[config.mk]
export PLATFORM = sky130hd
export DESIGN_NAME = timer_compare_irq_flat
export DESIGN_NICKNAME = d
export VERILOG_FILES = /design/src/rtl/timer_compare_irq_pkg.sv /design/src/rtl/timer_compare_irq_if.sv /design/src/rtl/timer_compare_irq_match.sv /design/src/rtl/timer_compare_irq.sv /design/src/flat_wrapper.sv
export SDC_FILE = /design/constraint.sdc
export NUM_CORES = 1
export LEC_CHECK = 0
export CELL_PAD_IN_SITES_DETAIL_PLACEMENT = 0
export CELL_PAD_IN_SITES_GLOBAL_PLACEMENT = 2
export CORE_MARGIN = 8
export CORE_UTILIZATION = 35
export DETAILED_ROUTE_END_ITERATION = 8
export PLACE_DENSITY_LB_ADDON = 0.1
export REMOVE_ABC_BUFFERS = 1
export SETUP_SLACK_MARGIN = 0.15
export SLEW_MARGIN = 0
export SYNTH_ARGS = -nofsm -noshare
export SYNTH_HDL_FRONTEND = slang
export SYNTH_SLANG_ARGS = --single-unit
[constraint.sdc]
create_clock -name clk -period 6.4 [get_ports clk]
set_input_delay 1.28 -clock clk [delete_from_list [all_inputs] [get_ports clk]]
set_output_delay 1.28 -clock clk [all_outputs]
set_load 0.01 [all_outputs]
[src/rtl/timer_compare_irq_pkg.sv]
// Shared register map and bit positions for the compare/interrupt timer.
// Latency: n/a (constants only).
// Backpressure: n/a.
package timer_pkg;

    localparam logic [1:0] ADDR_CTRL    = 2'd0;
    localparam logic [1:0] ADDR_COMPARE = 2'd1;
    localparam logic [1:0] ADDR_PERIOD  = 2'd2;
    localparam logic [1:0] ADDR_STATUS  = 2'd3;

    localparam int CTRL_EN       = 0;
    localparam int CTRL_PERIODIC = 1;

    localparam int ST_PENDING = 0;
    localparam int ST_OVERRUN = 1;

endpackage

[src/rtl/timer_compare_irq_if.sv]
// CPU-side register port plus interrupt request/acknowledge of the compare timer.
// Latency: reads return one cycle after rd_en; writes land on the wr_en edge.
// Backpressure: none; strobes are always accepted.
interface timer_compare_irq_if #(
    parameter int WIDTH = 32
);
    logic             wr_en;
    logic [1:0]       wr_addr;
    logic [WIDTH-1:0] wr_data;
    logic             rd_en;
    logic [1:0]       rd_addr;
    logic [WIDTH-1:0] rd_data;
    logic             rd_valid;
    logic             irq;
    logic             irq_ack;

    modport master (
        output wr_en, wr_addr, wr_data, rd_en, rd_addr, irq_ack,
        input  rd_data, rd_valid, irq
    );

    modport slave (
        input  wr_en, wr_addr, wr_data, rd_en, rd_addr, irq_ack,
        output rd_data, rd_valid, irq
    );
endinterface

[src/rtl/timer_compare_irq_match.sv]
// Edge-qualified compare: hit when enabled, count equals compare, and count moved.
// Latency: hit is combinational from count_in; prev_count is one cycle behind.
// Backpressure: none.
module timer_match_detect #(
    parameter int WIDTH = 32
) (
    input  logic             clk,
    input  logic             reset,
    input  logic             i_en,
    input  logic [WIDTH-1:0] i_count,
    input  logic [WIDTH-1:0] i_compare,
    output logic             o_hit
);

    logic [WIDTH-1:0] r_prev_count;

    // Track the last sampled count regardless of EN so re-enabling on a
    // stalled counter does not count as movement.
    always_ff @(posedge clk) begin
        if (reset) begin
            r_prev_count <= '0;
        end else begin
            r_prev_count <= i_count;
        end
    end

    // A counter parked on COMPARE must fire only once, hence the change test.
    assign o_hit = i_en && (i_count == i_compare) && (i_count != r_prev_count);

endmodule

[src/rtl/timer_compare_irq.sv]
// Compare timer: raises a level irq when the counter reaches COMPARE; one-shot or auto-reload.
// Latency: irq asserts the cycle after the hit edge; register reads return one cycle after rd_en.
// Backpressure: none; every write, read and acknowledge is taken on its strobe cycle.
module timer_compare_irq
    import timer_pkg::*;
#(
    parameter int WIDTH = 32
) (
    input  logic                clk,
    input  logic                reset,
    input  logic [WIDTH-1:0]    count_in,
    timer_compare_irq_if.slave  bus
);

    logic             r_en;
    logic             r_periodic;
    logic [WIDTH-1:0] r_compare;
    logic [WIDTH-1:0] r_period;
    logic             r_pending;
    logic             r_overrun;
    logic [WIDTH-1:0] r_rd_data;
    logic             r_rd_valid;

    logic             w_hit;
    logic             w_wr_ctrl;
    logic             w_wr_compare;
    logic             w_wr_period;
    logic             w_wr_status;
    logic             w_clr_pending;
    logic             w_clr_overrun;
    logic [WIDTH-1:0] w_rd_mux;

    timer_match_detect #(
        .WIDTH (WIDTH)
    ) u_match (
        .clk       (clk),
        .reset     (reset),
        .i_en      (r_en),
        .i_count   (count_in),
        .i_compare (r_compare),
        .o_hit     (w_hit)
    );

    assign w_wr_ctrl    = bus.wr_en && (bus.wr_addr == ADDR_CTRL);
    assign w_wr_compare = bus.wr_en && (bus.wr_addr == ADDR_COMPARE);
    assign w_wr_period  = bus.wr_en && (bus.wr_addr == ADDR_PERIOD);
    assign w_wr_status  = bus.wr_en && (bus.wr_addr == ADDR_STATUS);

    assign w_clr_pending = bus.irq_ack || (w_wr_status && bus.wr_data[ST_PENDING]);
    assign w_clr_overrun = w_wr_status && bus.wr_data[ST_OVERRUN];

    // Control bits: a CPU write beats the one-shot self-disable on the same edge.
    always_ff @(posedge clk) begin
        if (reset) begin
            r_en       <= 1'b0;
            r_periodic <= 1'b0;
        end else if (w_wr_ctrl) begin
            r_en       <= bus.wr_data[CTRL_EN];
            r_periodic <= bus.wr_data[CTRL_PERIODIC];
        end else if (w_hit && !r_periodic) begin
            r_en       <= 1'b0;
        end
    end

    // COMPARE: CPU write beats the periodic reload; reload wraps modulo 2^WIDTH.
    always_ff @(posedge clk) begin
        if (reset) begin
            r_compare <= '0;
        end else if (w_wr_compare) begin
            r_compare <= bus.wr_data;
        end else if (w_hit && r_periodic) begin
            r_compare <= r_compare + r_period;
        end
    end

    // PERIOD is only ever changed by the CPU.
    always_ff @(posedge clk) begin
        if (reset) begin
            r_period <= '0;
        end else if (w_wr_period) begin
            r_period <= bus.wr_data;
        end
    end

    // Status flags: a hit always beats an acknowledge or write-1-to-clear.
    always_ff @(posedge clk) begin
        if (reset) begin
            r_pending <= 1'b0;
            r_overrun <= 1'b0;
        end else begin
            if (w_hit) begin
                r_pending <= 1'b1;
            end else if (w_clr_pending) begin
                r_pending <= 1'b0;
            end

            if (w_hit && r_pending) begin
                r_overrun <= 1'b1;
            end else if (w_clr_overrun) begin
                r_overrun <= 1'b0;
            end
        end
    end

    // Read mux over pre-edge register contents; unused bits read zero.
    always_comb begin
        w_rd_mux = '0;
        case (bus.rd_addr)
            ADDR_CTRL: begin
                w_rd_mux[CTRL_EN]       = r_en;
                w_rd_mux[CTRL_PERIODIC] = r_periodic;
            end
            ADDR_COMPARE: w_rd_mux = r_compare;
            ADDR_PERIOD:  w_rd_mux = r_period;
            ADDR_STATUS: begin
                w_rd_mux[ST_PENDING] = r_pending;
                w_rd_mux[ST_OVERRUN] = r_overrun;
            end
            default: w_rd_mux = '0;
        endcase
    end

    // Registered read port: data holds between reads, valid pulses once.
    always_ff @(posedge clk) begin
        if (reset) begin
            r_rd_data  <= '0;
            r_rd_valid <= 1'b0;
        end else begin
            r_rd_valid <= bus.rd_en;
            if (bus.rd_en) begin
                r_rd_data <= w_rd_mux;
            end
        end
    end

    assign bus.rd_data  = r_rd_data;
    assign bus.rd_valid = r_rd_valid;
    // PENDING is a register, so the interrupt is already registered and
    // survives the one-shot EN clear.
    assign bus.irq      = r_pending;

endmodule

[src/flat_wrapper.sv]
// flat-port wrapper written by rule: the top's interface ports become plain ports
module timer_compare_irq_flat import timer_pkg::*;
#(
    parameter int WIDTH = 32
)
  (clk, reset, count_in, bus_wr_en, bus_wr_addr, bus_wr_data, bus_rd_en, bus_rd_addr, bus_irq_ack, bus_rd_data, bus_rd_valid, bus_irq);
  timer_compare_irq_if #(.WIDTH(WIDTH)) bus_i ();
  input  logic clk;
  input  logic reset;
  input  logic [WIDTH-1:0] count_in;
  input wire logic [$bits(bus_i.wr_en)-1:0] bus_wr_en;
  input wire logic [$bits(bus_i.wr_addr)-1:0] bus_wr_addr;
  input wire logic [$bits(bus_i.wr_data)-1:0] bus_wr_data;
  input wire logic [$bits(bus_i.rd_en)-1:0] bus_rd_en;
  input wire logic [$bits(bus_i.rd_addr)-1:0] bus_rd_addr;
  input wire logic [$bits(bus_i.irq_ack)-1:0] bus_irq_ack;
  output wire logic [$bits(bus_i.rd_data)-1:0] bus_rd_data;
  output wire logic [$bits(bus_i.rd_valid)-1:0] bus_rd_valid;
  output wire logic [$bits(bus_i.irq)-1:0] bus_irq;
  assign bus_i.wr_en = bus_wr_en;
  assign bus_i.wr_addr = bus_wr_addr;
  assign bus_i.wr_data = bus_wr_data;
  assign bus_i.rd_en = bus_rd_en;
  assign bus_i.rd_addr = bus_rd_addr;
  assign bus_i.irq_ack = bus_irq_ack;
  assign bus_rd_data = bus_i.rd_data;
  assign bus_rd_valid = bus_i.rd_valid;
  assign bus_irq = bus_i.irq;
  timer_compare_irq #(.WIDTH(WIDTH)) u_core (.clk(clk), .reset(reset), .count_in(count_in), .bus(bus_i));
endmodule
==> flow_metrics.tcl <==
set metrics [dict create \
    grt_pass1_vias 7037 \
    post-cts-setup-buffers 0 \
    setup_tns_ns 0 \
    rr_worst_depth 10 \
    crit_fanout 19 \
    clockBufferDepth 2 \
    ctsResizeCount 0 \
    routed.top_layer "met4" \
    critPathKind "in2reg" \
    finalHoldViolCount 0 \
    clkTransAtPathRegs_ns 0.06 \
    drtAntennaViolNets 0 \
    synth_seq_cells 133 \
    async_flop_share_pct 0 \
    cts_tree "done" \
    synthAdderAreaFrac_pct 5.980 \
    post-route-min-period_ns 4.089 \
    max_freq_ghz 0.2445 \
    wl_met3_um 1277 \
    drt-met1-wl_um 12370 \
    root_buffer "clkbuf_16" \
    r2r-start "u_core.r_compare[0]" \
    synth-seq-area-share_pct 34.77 \
    startpoint "count_in[7]" \
    cts_max_level 4 \
    crit_slowest_cell "and2_1" \
    status "finished, final reports clean" \
    critPathTopFamily "simple AND/OR/NAND/NOR gates" \
    syn_avg_cell_area_um2 8.198 \
    gr-total-overflow 0 \
    wl_per_cell_um 19.91 \
    synth_ff_type "dfxtp_1" \
    crit_end "u_core.r_compare[31]" \
    die_area_mm2 0.02687 \
    dieHeight_um 163.9 \
    synthSimpleGateAreaFrac_pct 23.28 \
    finalCritPeriodShare_pct 63.90 \
    r2r_end "u_core.r_compare[28]" \
    start_kind "input port" \
    yosysWarningCount 0 \
    syn_inst 934 \
    worstSetupEndpointType "register" \
    critPathArrivalTime_ns 4.43 \
    drt_first_pass_iters 5 \
    drcViolationCount 0 \
    rsz0062_at_grt "no" \
    dpl_cell_area_mm2 0.008901 \
    rows 54 \
    powerDensity_mw_per_mm2 228.9 \
    hold_buffers 0 \
    vias_per_cell 5.307 \
    vias 6941 \
    track_usage_pct 19.66 \
    power_leakage_uw 0.003640 \
    drive_gt1_share_pct 5.253 \
    final_nets 1124 \
    setup_viol 0 \
    wl_met2_um 12160 \
    cp.depth 9 \
    gp_congestion 0.8488 \
    final_max_slew_viol_count 0 \
    min_path_cells 2 \
    portBuffers 106 \
    finClkSkew_ns 0.01023 \
    tightestPinTransition_ns 1.074 \
    clkLatencyLatePin_ns 0.42 \
    ir_worst_vdd_v 0.0001771 \
    worstHoldPathType "reg2reg" \
    grt_max_degree 73 \
    cts_made_buffers 17 \
    drt_iter0_drc 458 \
    relSlewSlack_pct 28.43 \
    pin_count 107 \
    cp.required_ns 6.74 \
    diodes 0 \
    routed_wl_um 26050 \
    synth_edf_count 0 \
    area_growth_syn_to_layout_pct 24.25 \
    antenna_found_initial 0 \
    path_cells "clkdlybuf4s50_1 > xor2_1 > nor4_2 > nand4_1 > a2111oi_2 > and2_1 > a21oi_1 > a2bb2oi_1 > a211oi_2" \
    worst-path-buf-inv 1 \
    cts.sinks 133 \
    syn_area_mm2 0.007657 \
    max_stage_delay_ns 0.92 \
    synth_compound_area_share_pct 21.93 \
    post-dp-hpwl_um 18290 \
    muxShareOfSynthArea_pct 1.193 \
    grt_pass1_wl_um 40790 \
    coreArea_mm2 0.02162 \
    ys_types 59 \
    fin_area_mm2 0.009514 \
    drv_cap 0 \
    synth_top_family_by_area "simple AND/OR/NAND/NOR gates" \
    synth_xor_area_share_pct 9.608 \
    start_util_pct 35.42 \
    die_w_um 163.9 \
    r2r_setup_slack_ns 3.14 \
]
-- stage by stage --
step	power [µW]	setup slack, ns	hold slack [ns]	std cells	utilization (%)
after detailed placement	1175	1.967	0.4494	1276	41.17
final	2178	2.311	0.4578	1308	44.00
after global placement	1177	2.019	0.4468	1276	41.17
after CTS	2208	2.370	0.4557	1308	44.00
after floorplan	1033	3.107	0.4254	885	-
after global routing	2270	2.080	0.4725	1308	44.00
-- Yosys cell counts (10+ instances only) --
| master | number | area share [%] |
|---|---|---|
| dfxtp_1 | 133 | 35 |
| nand2_1 | 123 | 6.0 |
| a21oi_1 | 102 | 6.7 |
| nor2_1 | 78 | 3.8 |
| nor2b_1 | 67 | 5.5 |
| clkbuf_1 | 45 | 2.2 |
| xnor2_1 | 45 | 5.1 |
| xor2_1 | 39 | 4.5 |
| ha_1 | 35 | 5.7 |
| a22o_1 | 30 | 3.4 |
| o21ai_0 | 29 | 1.9 |
| a211oi_1 | 26 | 2.5 |
| a21o_1 | 16 | 1.6 |
| nand4_1 | 16 | 1.3 |
| nor4_1 | 13 | 1.1 |
| nor3_1 | 11 | 0.72 |
| inv_1 | 10 | 0.49 |
| o211ai_1 | 10 | 0.98 |
-- state kept, by name (all words and copies together) (netlist names) --
name,flops
u_core.r_en,1
u_core.r_periodic,1
u_core.r_compare,32
u_core.bus.rd_valid,1
u_core.bus.irq,1
u_core.bus.rd_data,32
u_core.u_match.r_prev_count,32
u_core.r_overrun,1
u_core.r_period,32
-- worst min-delay path, delay by kind of cell (launching register included) --
kind | cells | cell delay, ns
flip-flops | 1 | 0.31
AO/OA/AOI/OAI | 1 | 0.05
AND/OR/NAND/NOR | 1 | 0.05
-- cells in the final DEF, fill, tap and decap left out, types with 3 or more instances in the layout --
master / netlist / layout
buf_4: 0 / 6
a311oi_1: 7 / 7
nor4_1: 13 / 13
a22o_1: 30 / 30
o211ai_1: 10 / 10
and4_1: 3 / 3
nor2_1: 78 / 78
nand4_1: 16 / 16
a31oi_1: 6 / 6
nor3_1: 11 / 11
nor2b_1: 67 / 67
nor4_2: 3 / 3
a21o_1: 16 / 16
clkbuf_8: 0 / 5
dfxtp_1: 133 / 133
clkinvlp_4: 0 / 3
o21ai_0: 29 / 29
mux2i_1: 8 / 8
and2_1: 9 / 8
nand2_1: 123 / 123
nand3b_1: 9 / 9
nor4b_1: 3 / 3
clkbuf_16: 0 / 17
nand3_1: 9 / 9
a211oi_1: 26 / 26
xnor2_1: 45 / 45
clkdlybuf4s50_1: 0 / 105
xor2_1: 39 / 39
ha_1: 35 / 33
o21a_1: 5 / 5
o211a_1: 5 / 5
a21oi_1: 102 / 102
inv_1: 10 / 10
-- cells by family after synthesis --
kind of cell / after synthesis
AOI/OAI and AO/OA: 254
buffers and inverters: 59
muxes: 9
DFF: 133
xor gates and xnor gates: 84
and+or+nand+nor: 359
adders and majority gates: 36
-- power breakdown --
part	switching (µW)	internal (µW)	total [µW]	leakage [µW]
registers	26.7	857	884	0.00109
logic	152	120	272	0.00226
clock network	394	628	1020	0.000295
total	573	1610	2180	0.00364
-- area by class of cell --
cell class,count,area (µm²)
inverters,10,37.54
clock buffers,22,494.2
flip-flops and latches,133,2663
well taps,280,350.3
fillers,2237,12110
multi-input cells,742,4755
clock inverters,10,118.9
repair buffers,111,1096
-- layer usage --
metal | GRT usage [%] | vias up
met5 | 0 | -
met4 | 4.298 | 0
met3 | 3.659 | 19
met2 | 32.04 | 165
met1 | 26.53 | 3280
li1 | - | 3477
-- worst min-delay path by stage --
stage                           startpoint               end  slack [ns]
after floorplan           u_core.r_overrun  u_core.r_overrun        0.43
after global placement    u_core.r_overrun  u_core.r_overrun        0.45
after detailed placement  u_core.r_overrun  u_core.r_overrun        0.45
after CTS                 u_core.r_overrun  u_core.r_overrun        0.46
after global routing      u_core.r_overrun  u_core.r_overrun        0.47
final                     u_core.r_overrun  u_core.r_overrun        0.46
No activity file was read; power rests on OpenSTA's default activity.
